--- src/rtl/wb_burst_master.sv ---
// -----------------------------------------------------------------------------
// wb_burst_master
//
// Wishbone initiator. Commands arriving on a valid/ready port become a single
// transfer or an incrementing burst with exactly one beat outstanding. Every
// beat returns one response on a valid/ready port. Classic slaves (PIPED = 0)
// see stb held until ack. Pipelined slaves (PIPED = 1) see a one-cycle stb
// pulse per beat. A bus timeout ends a hung beat with an error response and
// abandons the rest of the command.
//
// Ports
//   clk_i, rst_ni                      clock, asynchronous active-low reset
//   cmd_valid_i / cmd_ready_o          command handshake
//   cmd_we_i, cmd_adr_i                direction and start address
//   cmd_len_i                          beats - 1
//   cmd_dat_i                          write data, reused on every beat
//   res_valid_o / res_ready_i          response handshake
//   res_dat_o, res_err_o, res_last_o   read data, timeout flag, final beat
//   busy_o                             command in progress
//   cyc_o, stb_o, we_o, adr_o, dat_o   Wishbone initiator outputs
//   ack_i, dat_i                       Wishbone slave returns
//
// All outputs come straight from flops.
// -----------------------------------------------------------------------------
module wb_burst_master #(
    parameter int unsigned WIDTH = 8,
    parameter int unsigned ABITS = 4,
    parameter int unsigned LBITS = 4,
    parameter bit          PIPED = 1'b0,
    parameter int unsigned TICKS = 15,
    parameter int unsigned DELAY = 3
) (
    input  logic             clk_i,
    input  logic             rst_ni,
    // command port
    input  logic             cmd_valid_i,
    output logic             cmd_ready_o,
    input  logic             cmd_we_i,
    input  logic [ABITS-1:0] cmd_adr_i,
    input  logic [LBITS-1:0] cmd_len_i,
    input  logic [WIDTH-1:0] cmd_dat_i,
    // response port
    output logic             res_valid_o,
    input  logic             res_ready_i,
    output logic [WIDTH-1:0] res_dat_o,
    output logic             res_err_o,
    output logic             res_last_o,
    output logic             busy_o,
    // Wishbone
    output logic             cyc_o,
    output logic             stb_o,
    output logic             we_o,
    output logic [ABITS-1:0] adr_o,
    output logic [WIDTH-1:0] dat_o,
    input  logic             ack_i,
    input  logic [WIDTH-1:0] dat_i
);

    localparam int unsigned TBITS = (TICKS < 2) ? 1 : $clog2(TICKS + 1);
    // The beat times out on the edge that ends its TICKS-th ack-less cycle,
    // i.e. while the counter still holds TICKS-1.
    localparam logic [TBITS-1:0] TickLast = TBITS'(TICKS - 1);

    // DELAY is only meaningful to behavioural models that put #-delays on
    // outputs; this implementation is zero-delay.
    if (DELAY > 0) begin : g_zero_delay_rtl
    end

    typedef enum logic [1:0] {
        StIdle,
        StBus,
        StWait,
        StResp
    } state_e;

    state_e             state_q, state_d;
    logic               cmd_ready_q, cmd_ready_d;
    logic               busy_q, busy_d;
    logic               cyc_q, cyc_d;
    logic               stb_q, stb_d;
    logic               we_q, we_d;
    logic [ABITS-1:0]   adr_q, adr_d;
    logic [WIDTH-1:0]   dat_q, dat_d;
    logic               res_valid_q, res_valid_d;
    logic [WIDTH-1:0]   res_dat_q, res_dat_d;
    logic               res_err_q, res_err_d;
    logic               res_last_q, res_last_d;
    logic [LBITS-1:0]   beats_q, beats_d;
    logic [TBITS-1:0]   tick_q, tick_d;

    // ------------------------------------------------------------------
    // Next-state and output logic
    // ------------------------------------------------------------------
    always_comb begin
        state_d     = state_q;
        cmd_ready_d = cmd_ready_q;
        cyc_d       = cyc_q;
        stb_d       = stb_q;
        we_d        = we_q;
        adr_d       = adr_q;
        dat_d       = dat_q;
        res_valid_d = res_valid_q;
        res_dat_d   = res_dat_q;
        res_err_d   = res_err_q;
        res_last_d  = res_last_q;
        beats_d     = beats_q;
        tick_d      = tick_q;

        unique case (state_q)
            StIdle: begin
                // cmd_ready rises on the first edge after reset release.
                cmd_ready_d = 1'b1;
                if (cmd_valid_i && cmd_ready_q) begin
                    cmd_ready_d = 1'b0;
                    cyc_d       = 1'b1;
                    stb_d       = 1'b1;
                    we_d        = cmd_we_i;
                    adr_d       = cmd_adr_i;
                    dat_d       = cmd_dat_i;
                    beats_d     = cmd_len_i;
                    tick_d      = '0;
                    state_d     = StBus;
                end
            end

            StBus, StWait: begin
                // cyc_o is always high here, so ack_i with cyc_o low never
                // reaches this branch. Ack beats a simultaneous timeout.
                if (ack_i && cyc_q) begin
                    stb_d       = 1'b0;
                    cyc_d       = (beats_q != '0);
                    res_valid_d = 1'b1;
                    res_dat_d   = dat_i;
                    res_err_d   = 1'b0;
                    res_last_d  = (beats_q == '0);
                    state_d     = StResp;
                end else if (tick_q == TickLast) begin
                    cyc_d       = 1'b0;
                    stb_d       = 1'b0;
                    res_valid_d = 1'b1;
                    res_dat_d   = '0;
                    res_err_d   = 1'b1;
                    res_last_d  = 1'b1;
                    state_d     = StResp;
                end else begin
                    tick_d = tick_q + 1'b1;
                    if (PIPED && (state_q == StBus)) begin
                        stb_d   = 1'b0;
                        state_d = StWait;
                    end
                end
            end

            StResp: begin
                // The next beat waits for the response to be taken.
                if (res_ready_i) begin
                    res_valid_d = 1'b0;
                    if (res_last_q) begin
                        cmd_ready_d = 1'b1;
                        state_d     = StIdle;
                    end else begin
                        adr_d   = adr_q + 1'b1;
                        beats_d = beats_q - 1'b1;
                        stb_d   = 1'b1;
                        tick_d  = '0;
                        state_d = StBus;
                    end
                end
            end

            default: begin
                state_d = StIdle;
            end
        endcase

        busy_d = (state_d != StIdle);
    end

    // ------------------------------------------------------------------
    // State and output registers
    // ------------------------------------------------------------------
    always_ff @(posedge clk_i or negedge rst_ni) begin
        if (!rst_ni) begin
            state_q     <= StIdle;
            cmd_ready_q <= 1'b0;
            busy_q      <= 1'b0;
            cyc_q       <= 1'b0;
            stb_q       <= 1'b0;
            we_q        <= 1'b0;
            adr_q       <= '0;
            dat_q       <= '0;
            res_valid_q <= 1'b0;
            res_dat_q   <= '0;
            res_err_q   <= 1'b0;
            res_last_q  <= 1'b0;
            beats_q     <= '0;
            tick_q      <= '0;
        end else begin
            state_q     <= state_d;
            cmd_ready_q <= cmd_ready_d;
            busy_q      <= busy_d;
            cyc_q       <= cyc_d;
            stb_q       <= stb_d;
            we_q        <= we_d;
            adr_q       <= adr_d;
            dat_q       <= dat_d;
            res_valid_q <= res_valid_d;
            res_dat_q   <= res_dat_d;
            res_err_q   <= res_err_d;
            res_last_q  <= res_last_d;
            beats_q     <= beats_d;
            tick_q      <= tick_d;
        end
    end

    assign cmd_ready_o = cmd_ready_q;
    assign busy_o      = busy_q;
    assign cyc_o       = cyc_q;
    assign stb_o       = stb_q;
    assign we_o        = we_q;
    assign adr_o       = adr_q;
    assign dat_o       = dat_q;
    assign res_valid_o = res_valid_q;
    assign res_dat_o   = res_dat_q;
    assign res_err_o   = res_err_q;
    assign res_last_o  = res_last_q;

endmodule
--- config.mk ---
export PLATFORM = sky130hd
export DESIGN_NAME = wb_burst_master
export DESIGN_NICKNAME = d
export VERILOG_FILES = /design/src/rtl/wb_burst_master.sv
export SDC_FILE = /design/constraint.sdc
export NUM_CORES = 1
export LEC_CHECK = 0
export CORE_AREA = 2 2 70 72
export DETAILED_ROUTE_END_ITERATION = 7
export DIE_AREA = 0 0 72 74
export PLACE_DENSITY_LB_ADDON = 0.05
export SETUP_SLACK_MARGIN = 0.2
export SLEW_MARGIN = 10
export SYNTH_ARGS = -nofsm -noshare
export SYNTH_HDL_FRONTEND = slang
export SYNTH_SLANG_ARGS = --single-unit
--- constraint.sdc ---
create_clock -name clk_i -period 1.5 [get_ports clk_i]
set_input_delay 0.45 -clock clk_i [delete_from_list [all_inputs] [get_ports clk_i]]
set_output_delay 0.45 -clock clk_i [all_outputs]
set_load 0.005 [all_outputs]
# Word-level counts from Yosys, hierarchy flattened
# Cells that the tools add are included.
# totals
n_memories	0
regBits	38
ramBits	0
in_bits	30
elab_cells	87
out_inout_bits	28
rom_bits	0
latchBits	0
# classes
n_reduce_logical	19
n_eq_ne	11
n_bitwise	0
add_sub_neg	3
n_lt_le_gt_ge	0
mux	40
n_div	0
shift	0
mul	0
# ops
operator	count
4-bit 2-to-1 mux	11
8-bit 2-to-1 mux	2
4-bit case mux with 2 select lines	2
1-bit 2-to-1 mux	15
2-bit inequality test (second input constant)	6
4-bit case mux with 3 select lines	1
2-bit nonzero test	5
3-bit AND reduction	3
4-bit by 1-bit adder with 4-bit output (second input constant)	2
2-bit 2-to-1 mux	4
4-bit AND reduction	2
1-bit case mux with 2 select lines	3
2-bit case mux with 3 select lines	1
5-bit AND reduction	1
2-bit == test (second input constant)	2
4-bit == test (second input constant)	1
4-bit zero test	1
2-bit AND reduction	2
4-bit nonzero test	1
4-bit by 1-bit subtractor with 4-bit output (second input constant)	1
3-bit inequality test (second input constant)	1
1-bit case mux with 3 select lines	1
2-bit by 1-bit == test with 1-bit output (second input constant)	1
1-bit logical AND	2
other kinds (2)	2

# Depth between registers and ports, before layout
# logic_depth
depth_word	5
ltp_mapped	7
ltp_nobuf	6

# Worst setup path after synthesis
# No wires, ideal clock.
# synth_path
kind	flip-flop to flip-flop
from	reg state_q[0]
to	reg adr_q[2], in the netlist adr_o[2]
t_required_ns	1.374
t_arrival_ns	1.449
setup_time_ns	0.126
stages_incl_launch_ff	7
setup_slack_ns	-0.075
n_path_buf	1
period_less_slack_ns	1.575
cell_sequence	dfrtp_1 inv_1 ha_1 a21boi_2 a21o_1 buf_4 a221o_1
# synth_between
elab_chain_cells	3
elab_cells_between_ends	8
classes_between	eq/ne (4); mux (1); reduce/logical (3)
# synth_lines
item	line_no	source
from (decl)	76	state_e state_q, state_d;
from (signal assigned)	184	state_q <= StIdle;
from (signal assigned)	199	state_q <= state_d;
2-bit == test / 2-bit zero test (equally long branches)	109	unique case (state_q)
2-bit inequality test (no line) / 2-bit nonzero test (equally long branches)	-	
4-bit AND reduction (no line)	-	
to (signal assigned)	205	adr_q <= adr_d;
to (decl)	82	logic [ABITS-1:0] adr_q, adr_d;
# Several ways; a longest one is shown, not always the timed one.
# A chain may end at the register's enable or synchronous reset.

# Worst setup path in the final report
# layout_path
from	reg tick_q[0]
to	reg cyc_q, in the netlist cyc_o
# layout_between
elab_chain_cells	3
# layout_lines
item	line_no	source
from (decl)	89	logic [TBITS-1:0] tick_q, tick_d;
from (signal assigned)	212	tick_q <= tick_d;
4-bit == test	137	end else if (tick_q == TickLast) begin
3-bit inequality test (no line)	-	
3-bit AND reduction (no line)	-	
to (signal assigned)	202	cyc_q <= cyc_d;
to (decl)	79	logic cyc_q, cyc_d;
# Every way passes these cells.

==> impl_summary.txt <==
----------------------------------------------------
[Yosys]
  Post-synthesis cell count ... 175
  Post-synthesis instance area ... 1870 µm²
  Number of enable-type register cells in the synthesized netlist ... 0
  Number of synthesized register bits ... 38
  Synth top area share ... 0.507
  Sequential share of the synthesized area ... 0.507
  Main area contributors after synthesis ... sky130_fd_sc_hd__dfrtp_1 (51%), sky130_fd_sc_hd__mux2_2 (5.4%), sky130_fd_sc_hd__ha_1 (4.7%), sky130_fd_sc_hd__a22o_1 (4.2%), sky130_fd_sc_hd__o22ai_1 (3.0%)
  Post-synthesis cell type with the largest combined area ... sky130_fd_sc_hd__dfrtp_1
  Commonest register cell after synthesis ... sky130_fd_sc_hd__dfrtp_1
  Count of warnings emitted by yosys ... 0
  Count of distinct cell types in the synthesized netlist ... 39
  Share of synthesized flip-flops with an asynchronous set or reset ... 1.00
  Avg Inst Size Synth ... 10.7 µm²
  Synth Net Count ... 212

[Placed design]
  HPWL after DPL ... 3700 µm
  Count of input and output buffers ... 57
  Routability cong. ... 0.838
  Placed insts ... 313

[STA]
  Slew Limit Fails ... 0
  Sum Neg Setup Slack ... -42.2 ps
  Worst slew margin ... 0.775
  Final number of hold-violating endpoints ... 0
  Least setup slack across all paths after layout ... -27.1 ps
  Setup violations, final ... 6
  Actual transition at the worst max-transition pin ... 334 ps
  Setup repair after global routing missed its margin ... true
  Share of the clock period used by the worst path ... 1.02
  Final worst path period need ... 1530 ps
  Maximum clock rate ... 0.655 GHz
  Layout Skew ... 7.01 ps
  Hold Slack ... 43.9 ps

[Global route]
  M3 GR Usage ... 0.0515
  Global-route layer with the greatest usage ... met2
  Routing usage on met2 ... 0.400
  Met1 usage ... 0.273
  Vias in the first global route ... 1956
  Global-route wire length before repair ... 9290 µm
  Global-route usage over all layers ... 0.227
  Pin count of the biggest net entering global routing ... 25
  Remaining Overflow, GRT ... 0
  Initial antenna violation count ... 0

[Setup path]
  Type of the worst setup path ... register to register
  Largest delay share family, worst path ... compound AO/OA/AOI/OAI gates
  Startpoint of the worst setup timing path ... tick_q[0]
  Worst-path cell with the longest stage delay ... sky130_fd_sc_hd__dfrtp_1
  Worst setup endpoint ... cyc_o
  Combined buffer and inverter count along the critical path ... 1
  R2r setup slk ... -30 ps
  Cell depth of the worst setup path ... 6
  R2r startpoint ... tick_q[0]
  Startpoint Class ... register
  Cell chain of the critical path ... inv_2 -> ha_4 -> and3_4 -> o2111ai_4 -> a211oi_2 -> nor3_2
  Biggest fanout along the worst timing path ... 4
  Maximum cell stage delay along the critical path ... 410 ps
  Cell count of the worst reg-to-reg path ... 6
  Data required time at the worst endpoint ... 1670 ps
  Capturing point of the worst reg2reg path ... cyc_o
  Critical Path AT ... 1700 ps
  Endpoint class of the critical path ... register

[Floorplanning]
  Placeable core area ... 4600 µm²
  I/O pin cnt ... 58
  Initial Utilization ... 0.408
  Number of core rows ... 25
  Die area ... 5330 µm²
  Chip Height ... 74 µm
  Die width ... 72 µm

[Cells and area]
  Number of standard cells in the final layout excluding fillers ... 350
  Ant diodes ... 0
  Storage cell area ... 951 µm²
  Ratio of cells with drive above 1 in the final layout ... 0.527
  Area overhead of the layout relative to synthesis ... 75.9%
  Count of fill cells added during filler insertion ... 323
  Total area of multi-input combinational cells ... 1110 µm²
  Nets ... 333

[Clocking]
  CTS tree ... yes
  Clock slew seen by the registers of the worst setup and hold paths ... 80 ps
  Number of clock sinks seen by CTS ... 38
  Buffer type at the clock tree root ... sky130_fd_sc_hd__clkbuf_8
  CTS H-Tree Depth ... 2
  TritonCTS buffer count ... 5
  Clock Tree Buf Depth ... 2
  Source-to-sink clock delay at the later pin of the worst-skew pair ... 300 ps

[Routing]
  Post-route DRC violation count ... 0
  Number of routed nets with antenna violations ... 0
  Number of vias per cell after detailed routing ... 5.50
  Overall via count from detail_route ... 1924
  DRC violation total after the first TritonRoute iteration ... 128
  1st-pass router iterations ... 4
  Mean routed wirelength per cell ... 17.0 µm
  Routed wire length ... 5940 µm

[Power and ir drop]
  Static leakage power ... 1.50 nW
  Power density of the placed cells ... 2040 nW/µm²
  Part of the total power dissipated in sequential elements ... 0.265
  Switching component of the power ... 0.00247 W
  Maximum resistive drop on vdd ... 0.00125 V
  Int Pwr ... 0.00427 W
  Share of power burned in the clock network ... 0.133
  Fraction of power consumed by combinational cells ... 0.603
  Switching power as a share of total power ... 0.366
  Total chip power ... 0.00674 W

[Status]
  Failing checks ... negative setup slack
  Result of the run ... complete, but fails checks

[Job]
  Max-Cap Viols ... 0

[Hold path]
  Worst hold path type ... primary input to asynchronous set/reset pin

----------------------------------------------------
[Yosys cell counts, types with 2 or more instances]
master,instances
sky130_fd_sc_hd__nor3_1,2
sky130_fd_sc_hd__inv_1,13
sky130_fd_sc_hd__nand3_1,2
sky130_fd_sc_hd__o221ai_1,2
sky130_fd_sc_hd__a22o_1,9
sky130_fd_sc_hd__clkbuf_1,4
sky130_fd_sc_hd__nor2_1,8
sky130_fd_sc_hd__a21oi_1,9
sky130_fd_sc_hd__mux2_2,9
sky130_fd_sc_hd__nand2b_1,2
sky130_fd_sc_hd__o22a_1,4
sky130_fd_sc_hd__nand4_1,4
sky130_fd_sc_hd__nand2_1,6
sky130_fd_sc_hd__a211oi_1,3
sky130_fd_sc_hd__a41oi_1,2
sky130_fd_sc_hd__a31oi_1,6
sky130_fd_sc_hd__o21ai_0,10
sky130_fd_sc_hd__and3_1,2
sky130_fd_sc_hd__buf_4,2
sky130_fd_sc_hd__buf_2,3
sky130_fd_sc_hd__o22ai_1,9
sky130_fd_sc_hd__o31ai_1,2
sky130_fd_sc_hd__dfrtp_1,38
sky130_fd_sc_hd__ha_1,7
sky130_fd_sc_hd__a2bb2oi_1,3
[stage by stage]
stage | setup slack, ps | util | cell area [µm²]
after floorplan | 40.6 | - | 1950
after global placement | -384 | 0.608 | 2800
after detailed placement | -410 | 0.608 | 2800
after CTS | 41.3 | 0.676 | 3110
after global routing | -69.6 | 0.717 | 3300
final | -27.1 | 0.717 | 3300
[flip-flops by register name, summed over array words and instances (netlist names), 2 cells and up]
name	cells
res_dat_o	8
tick_q	4
state_q	2
beats_q	4
dat_o	8
adr_o	4
[worst reg2reg max path, delay by kind of cell (launching register included)]
kind,cells,cell delay (ps)
adder cells (fa/ha/maj),1,170
AND/OR/NAND/NOR,2,300
buffers and inverters,1,90
AO/OA/AOI/OAI,2,450
flip-flops,1,410
[how the worst min path moves through the flow]
stage	from	end	slack, ps
after global placement	rst_ni	dat_o[0]	370
after global routing	rst_ni	dat_o[0]	80
final	rst_ni	dat_o[2]	40
after detailed placement	rst_ni	dat_o[2]	380
after floorplan	rst_ni	adr_o[0]	150
after CTS	rst_ni	dat_o[2]	60
[layout by cell type (no fill, tap or decap), types with 2 or more instances in the layout]
| master | instances |
|---|---|
| sky130_fd_sc_hd__o21ai_0 | 4 |
| sky130_fd_sc_hd__nand2_1 | 4 |
| sky130_fd_sc_hd__clkbuf_8 | 6 |
| sky130_fd_sc_hd__inv_2 | 3 |
| sky130_fd_sc_hd__o21ai_2 | 3 |
| sky130_fd_sc_hd__a21oi_2 | 2 |
| sky130_fd_sc_hd__o22a_1 | 4 |
| sky130_fd_sc_hd__o22ai_1 | 2 |
| sky130_fd_sc_hd__dfrtp_1 | 38 |
| sky130_fd_sc_hd__mux2_2 | 9 |
| sky130_fd_sc_hd__a31oi_1 | 5 |
| sky130_fd_sc_hd__inv_1 | 10 |
| sky130_fd_sc_hd__nor2_1 | 7 |
| sky130_fd_sc_hd__and3_4 | 2 |
| sky130_fd_sc_hd__o221ai_1 | 2 |
| sky130_fd_sc_hd__ha_4 | 3 |
| sky130_fd_sc_hd__a211oi_2 | 2 |
| sky130_fd_sc_hd__ha_1 | 4 |
| sky130_fd_sc_hd__a2bb2oi_2 | 2 |
| sky130_fd_sc_hd__o21ai_1 | 3 |
| sky130_fd_sc_hd__a41oi_2 | 2 |
| sky130_fd_sc_hd__o31ai_2 | 2 |
| sky130_fd_sc_hd__nand4_1 | 4 |
| sky130_fd_sc_hd__o22ai_2 | 6 |
| sky130_fd_sc_hd__buf_4 | 48 |
| sky130_fd_sc_hd__a21oi_1 | 7 |
| sky130_fd_sc_hd__buf_6 | 18 |
| sky130_fd_sc_hd__a22o_1 | 9 |
| sky130_fd_sc_hd__buf_2 | 28 |
| sky130_fd_sc_hd__clkdlybuf4s50_1 | 25 |
| sky130_fd_sc_hd__dlygate4sd2_1 | 3 |
[repair_timing]
action,4_1_cts,5_1_grt
hold buffers,0,0
setup endpoints to repair,65,39
resized for setup,148,28
setup buffers,21,7
pin swaps,15,9
gates cloned,1,1
[area by class of cell]
class,instances,area share
multi-input combinational,114,0.337
timing repair buffer,124,0.305
sequential,38,0.288
clock buffer,6,0.0250
tap,54,0.0205
inverter,13,0.0148
clock inverter,1,0.00911
[metal layers]
layer	wire length [µm]	part of all wire
met3	314	0.053
met1	2380	0.40
met4	121	0.020
met2	3120	0.53
met5	0	0
[power groups by stage]
stage / clock network, W / logic, W / registers (W)
detailed placement: 0 / 0.00312 / 0.00181
floorplan: 0 / 0.00154 / 0.00186
finish: 0.000893 / 0.00406 / 0.00178
global route: 0.000952 / 0.00439 / 0.00183
global placement: 0 / 0.00299 / 0.00178
CTS: 0.000909 / 0.00357 / 0.00176
[cell families after synthesis]
logic type      Yosys count  synth area share
compound gates           70             0.267
fa+ha+maj                 7            0.0467
buf+inv                  23            0.0527
flops                    38             0.507
mux                       9            0.0541
simple gates             28            0.0721
(Power assumes the default switching activity.)
